$ cat config.mk
export PLATFORM = sky130hd
export DESIGN_NAME = gcd_avalon_master
export DESIGN_NICKNAME = d
export VERILOG_FILES = /design/src/rtl/gcd_avalon_master.sv
export SDC_FILE = /design/constraint.sdc
export NUM_CORES = 1
export LEC_CHECK = 0
export CAP_MARGIN = 20
export CORE_MARGIN = 2
export CORE_UTILIZATION = 35
export CTS_CLUSTER_DIAMETER = 100
export DETAILED_ROUTE_END_ITERATION = 10
export PLACE_DENSITY = 0.66
export REMOVE_ABC_BUFFERS = 1
export SYNTH_ARGS = -nofsm -noshare
export SYNTH_HDL_FRONTEND = slang
export SYNTH_SLANG_ARGS = --single-unit
$ cat constraint.sdc
create_clock -name clock -period 2.4 [get_ports clock]
set_clock_uncertainty 0.2 [all_clocks]
set_input_delay 0.48 -clock clock [delete_from_list [all_inputs] [get_ports clock]]
set_output_delay 0.48 -clock clock [all_outputs]
set_load 0.03 [all_outputs]
$ cat src/rtl/gcd_avalon_master.sv
// Avalon-MM initiator that runs the GCD slave protocol (write A, write B, poll, read result)
// on behalf of a valid/ready operand stream. Optional zero bypass: GCD_MASTER_ZERO_BYPASS_EN.
module gcd_avalon_master #(
  parameter int DATA_W       = 32,
  parameter int ADDR_W       = 3,
  parameter int READ_LATENCY = 1,
  parameter int POLL_LIMIT   = 1024
) (
  input  logic              clock,
  input  logic              resetn,
  input  logic              req_valid,
  output logic              req_ready,
  input  logic [DATA_W-1:0] req_a,
  input  logic [DATA_W-1:0] req_b,
  output logic              rsp_valid,
  input  logic              rsp_ready,
  output logic [DATA_W-1:0] rsp_gcd,
  output logic              rsp_timeout,
  output logic              m_chipselect,
  output logic [ADDR_W-1:0] m_address,
  output logic              m_write,
  output logic              m_read,
  output logic [DATA_W-1:0] m_writedata,
  input  logic [DATA_W-1:0] m_readdata,
  input  logic              m_waitrequest
);

  // state     | meaning
  // IDLE      | ready for an operand pair
  // WR_A      | writing operand A to address 0
  // WR_B      | writing operand B to address 1
  // POLL_RD   | reading control register (address 2)
  // POLL_WAIT | waiting READ_LATENCY for control data, checking done bit
  // RES_RD    | reading result register (address 3)
  // RES_WAIT  | waiting READ_LATENCY for result data
  // RSP       | presenting result until consumed
  typedef enum logic [2:0] {
    IDLE, WR_A, WR_B, POLL_RD, POLL_WAIT, RES_RD, RES_WAIT, RSP
  } state_t;

  localparam int PCNT_W = $clog2(POLL_LIMIT + 1);
  localparam int LAT_W  = (READ_LATENCY > 1) ? $clog2(READ_LATENCY) : 1;
  localparam logic [LAT_W-1:0]  LAT_LOAD = LAT_W'(READ_LATENCY - 1);
  localparam logic [PCNT_W-1:0] POLL_MAX = PCNT_W'(POLL_LIMIT);

  state_t              state, state_nxt;
  logic [DATA_W-1:0]   a_q, b_q;
  logic [PCNT_W-1:0]   poll_cnt;
  logic [LAT_W-1:0]    lat_cnt;
  logic                started;
  logic                accept, lat_done, zero_op, poll_exhausted;
  logic                cs_int, rd_int, wr_int;

  assign accept         = req_valid && req_ready;
  assign lat_done       = (lat_cnt == '0);
  assign poll_exhausted = (poll_cnt >= POLL_MAX);

`ifdef GCD_MASTER_ZERO_BYPASS_EN
  assign zero_op = (req_a == '0) || (req_b == '0);
`else
  assign zero_op = 1'b0;
`endif

  always_ff @(posedge clock) begin
    if (!resetn) state <= IDLE;
    else         state <= state_nxt;
  end

  always_comb begin
    state_nxt = state;
    case (state)
      IDLE:      if (accept) state_nxt = zero_op ? RSP : WR_A;
      WR_A:      if (!m_waitrequest) state_nxt = WR_B;
      WR_B:      if (!m_waitrequest) state_nxt = POLL_RD;
      POLL_RD:   if (!m_waitrequest) state_nxt = POLL_WAIT;
      POLL_WAIT: if (lat_done) begin
                   if (m_readdata[0])        state_nxt = RES_RD;
                   else if (!poll_exhausted) state_nxt = POLL_RD;
                   else                      state_nxt = RSP;
                 end
      RES_RD:    if (!m_waitrequest) state_nxt = RES_WAIT;
      RES_WAIT:  if (lat_done) state_nxt = RSP;
      RSP:       if (rsp_ready) state_nxt = IDLE;
      default:   state_nxt = IDLE;
    endcase
  end

  // req_ready is held off until one full cycle out of reset
  always_comb begin
    req_ready   = (state == IDLE) && started && resetn;
    rsp_valid   = (state == RSP) && resetn;
    cs_int      = 1'b0;
    rd_int      = 1'b0;
    wr_int      = 1'b0;
    m_address   = '0;
    m_writedata = '0;
    case (state)
      WR_A:    begin cs_int = 1'b1; wr_int = 1'b1; m_address = ADDR_W'(0); m_writedata = a_q; end
      WR_B:    begin cs_int = 1'b1; wr_int = 1'b1; m_address = ADDR_W'(1); m_writedata = b_q; end
      POLL_RD: begin cs_int = 1'b1; rd_int = 1'b1; m_address = ADDR_W'(2); end
      RES_RD:  begin cs_int = 1'b1; rd_int = 1'b1; m_address = ADDR_W'(3); end
      default: ;
    endcase
    m_chipselect = cs_int && resetn;
    m_read       = rd_int && resetn;
    m_write      = wr_int && resetn;
  end

  always_ff @(posedge clock) begin
    if (!resetn) begin
      started     <= 1'b0;
      a_q         <= '0;
      b_q         <= '0;
      poll_cnt    <= '0;
      lat_cnt     <= '0;
      rsp_gcd     <= '0;
      rsp_timeout <= 1'b0;
    end else begin
      started <= 1'b1;
      case (state)
        IDLE: if (accept) begin
          a_q <= req_a;
          b_q <= req_b;
          if (zero_op) begin
            rsp_gcd     <= req_a | req_b;
            rsp_timeout <= 1'b0;
          end
        end
        WR_B: if (!m_waitrequest) poll_cnt <= '0;
        POLL_RD: if (!m_waitrequest) begin
          poll_cnt <= poll_cnt + 1'b1;
          lat_cnt  <= LAT_LOAD;
        end
        POLL_WAIT: begin
          if (!lat_done) lat_cnt <= lat_cnt - 1'b1;
          else if (!m_readdata[0] && poll_exhausted) begin
            rsp_gcd     <= '0;
            rsp_timeout <= 1'b1;
          end
        end
        RES_RD: if (!m_waitrequest) lat_cnt <= LAT_LOAD;
        RES_WAIT: begin
          if (!lat_done) lat_cnt <= lat_cnt - 1'b1;
          else begin
            rsp_gcd     <= m_readdata;
            rsp_timeout <= 1'b0;
          end
        end
        default: ;
      endcase
    end
  end

endmodule

==> flow_summary_export.csv <==
group,metric,value,unit
synthesis,seq_area_frac_synth,47.6,%
sta,worst_pin_slew,0.749,ns
sta,period_share,97.4,%
setup_path,start_kind,"flip-flop",
clock_tree,hold_buffers,0,
synthesis,avgSynthCellArea,8.91,um2
clock_tree,cts_buffers,9,
sta,slew_headroom,50.1,%
power_and_ir_drop,power_density,563,mW/mm2
sta,finalHoldViolations,0,
placed_design,numPortBuffers,172,
sta,finalSetupViolCount,0,
finish,final_cells,873,
synthesis,synthDistinctLibCells,45,
power_and_ir_drop,leakagePower,0.00250,uW
synthesis,yosysWarnings,0,
route,routed_via_density,4.88,
floorplan,pin_count,174,
global_route,grt_pass1_wl,20.6,mm
finish,final_common_cell,"nand2_1",
route,postRouteAntennaNets,0,
route,route.final.wire_length,13.2,mm
synthesis,synth_ff_type,"dfxtp_1",
route,routedWlPerCell,15.1,um
min_path,hold_class,"flip-flop to flip-flop",
synthesis,synth_edf_count,0,
sta,fin_setup_tns,0,ns
finish,syn2layout_area_growth,48.2,%
finish,final_cell_mix,"nand2_1 (135), clkdlybuf4s50_1 (132), dfxtp_1 (110)",
synthesis,synthArstFlopShare,0,%
clock_tree,cts_buffer_depth,2,
floorplan,die_x,120,um
setup_path,cp_slowest_cell,"dfxtp_4",
floorplan,rows,42,
finish,diodes,0,
clock_tree,clock_sinks,112,
floorplan,core-area,0.0132,mm2
setup_path,critPathMaxStageDelay,0.36,ns
outcome,status,"finished clean",
placed_design,dp_hpwl,9.14,mm
clock_tree,clk_pin_slew,0.07,ns
route,dr.first_iter.drc_count,221,
sta,max_freq,428,MHz
clock_tree,h-tree-depth,3,
global_route,grt_max_degree,63,
global_route,grt_antenna_before_repair,0,
route,vias,4257,
synthesis,synth_cells,529,
clock_tree,cts-root-buf,"clkbuf_16",
setup_path,crit_chain,"clkinv_4 > nor3_4 > buf_12 > clkbuf_16 > a22o_1 > buf_4",
finish,drive_above_1_share,13.5,%
floorplan,initial_core_util,35.7,%
job,cap_violations,0,
clock_tree,insertion_delay,0.35,ns
global_route,grt-ovfl-total,0,
finish,nets,794,
setup_path,cp.arrival,1.66,ns
sta,drv_slew,0,
setup_path,critPathMaxFanout,16,
synthesis,ys_ff_latch,112,
route,detailedRoute.firstPassIterationCount,5,
global_route,grt_use_total,17.9,%
placed_design,gp_congestion,0.799,
floorplan,fp.dieH,120,um
route,drc,0,
power_and_ir_drop,peakVddDrop,379,uV
setup_path,crit_type,"flip-flop to output pin",
global_route,first_global_vias,4261,
floorplan,dieArea,0.0144,mm2
setup_path,worstSetupEndpointType,"output pin",
setup_path,worst-endpoint-required,1.72,ns
clock_tree,cts_tree,"built",
synthesis,syn_area,0.00471,mm2
placed_design,dp.cells,852,
sta,min_period,2.34,ns
[worst max-delay path: cells and delay by family, from the launching register on]
kind	cells	cell delay, ns
flip-flops	1	0.36
AND/OR/NAND/NOR	1	0.23
AO/OA/AOI/OAI	1	0.15
buffers and inverters	4	0.57
[state kept, by name, summed over array words and instances, names as in the netlist]
register     count
a_q             32
started          1
state            3
b_q             32
rsp_timeout      1
rsp_gcd         32
poll_cnt        11
[through the flow]
stage | util (%) | worst slack [ns] | total power, uW | instance area [um2] | hold WS, ns
6_report | 53.0 | 0.0623 | 3930 | 6980 | 0.253
3_5_place_dp | 49.8 | 0.0316 | 2520 | 6570 | 0.247
2_1_floorplan | - | -0.567 | 2180 | 4490 | 0.235
5_1_grt | 53.0 | -0.0136 | 4100 | 6980 | 0.267
3_3_place_gp | 49.7 | -0.230 | 2510 | 6560 | 0.240
4_1_cts | 52.0 | 0.00709 | 3930 | 6860 | 0.256
[cell usage after synthesis, types with 2 or more instances]
| library cell | n | area, um2 |
|---|---|---|
| inv_1 | 3 | 11.3 |
| nor2_2 | 2 | 12.5 |
| xor2_1 | 4 | 35.0 |
| dfxtp_1 | 112 | 2240 |
| nor4_2 | 2 | 25.0 |
| o21ai_0 | 5 | 25.0 |
| buf_4 | 9 | 67.6 |
| buf_1 | 2 | 7.51 |
| a21boi_0 | 7 | 52.6 |
| nor3_1 | 4 | 20.0 |
| o211ai_1 | 2 | 15.0 |
| clkbuf_1 | 16 | 60.1 |
| a22o_1 | 32 | 280 |
| a21boi_1 | 60 | 450 |
| nor3_2 | 2 | 20.0 |
| a22oi_1 | 32 | 240 |
| nand2_1 | 136 | 510 |
| and4_1 | 2 | 17.5 |
| nand4_1 | 2 | 12.5 |
| nand3_1 | 3 | 15.0 |
| xnor2_1 | 5 | 43.8 |
| a21oi_1 | 4 | 20.0 |
| buf_2 | 16 | 80.1 |
| and3_1 | 2 | 12.5 |
| or3_1 | 2 | 12.5 |
| nor2b_1 | 34 | 213 |
| nor2_1 | 11 | 41.3 |
[final timing paths]
| path | start | endpoint | slack (ns) | cells past startpoint |
|---|---|---|---|---|
| setup / recovery | state[1] | m_writedata[3] | 0.06 | 6 |
| hold / removal | a_q[13] | a_q[13] | 0.25 | 2 |
| setup reg to reg | state[1] | rsp_gcd[22] | 0.38 | 6 |
| hold reg to reg | a_q[13] | a_q[13] | 0.25 | 2 |
[what timing repair did]
action,4_1_cts,5_1_grt
setup endpoints to repair,34,34
buffers inserted,0,2
cloned,0,3
hold endpoints to repair,0,0
pin swaps,0,2
resized for setup,5,7
[area by class of cell]
cell class                      instances  area [um2]
Inverter                                4        23.8
Clock inverter                          2        13.8
Clock buffer                           14         264
Multi-Input combinational cell        369        2260
Sequential cell                       112        2250
Fill cell                            1241        6210
Timing Repair Buffer                  196        1960
Tap cell                              176         220
[routing by layer]
metal,vias to the layer above,global-route usage [%],wire length [um],part of all wire (%)
li1,2135,-,-,-
met5,-,0,0,0
met1,2008,21.8,5870,44
met4,0,6.32,280,2.1
met3,19,4.90,532,4.0
met2,95,30.4,6530,49
[where the power goes]
group | internal, uW | switching, uW
clock network | 763 | 641
registers | 1900 | 27.5
logic | 320 | 275
[cell families (layout without fill, tap and decap cells)]
logic type,count (synthesis),count (layout),share of synthesized area [%]
xor+xnor,9,9,1.67
other cells,1,1,0.0796
simple gates,209,209,20.7
compound gates,149,149,24.6
buf+inv,48,216,5.12
flops,112,112,47.6
fa+ha+maj,1,1,0.265
(Power assumes the default switching activity.)
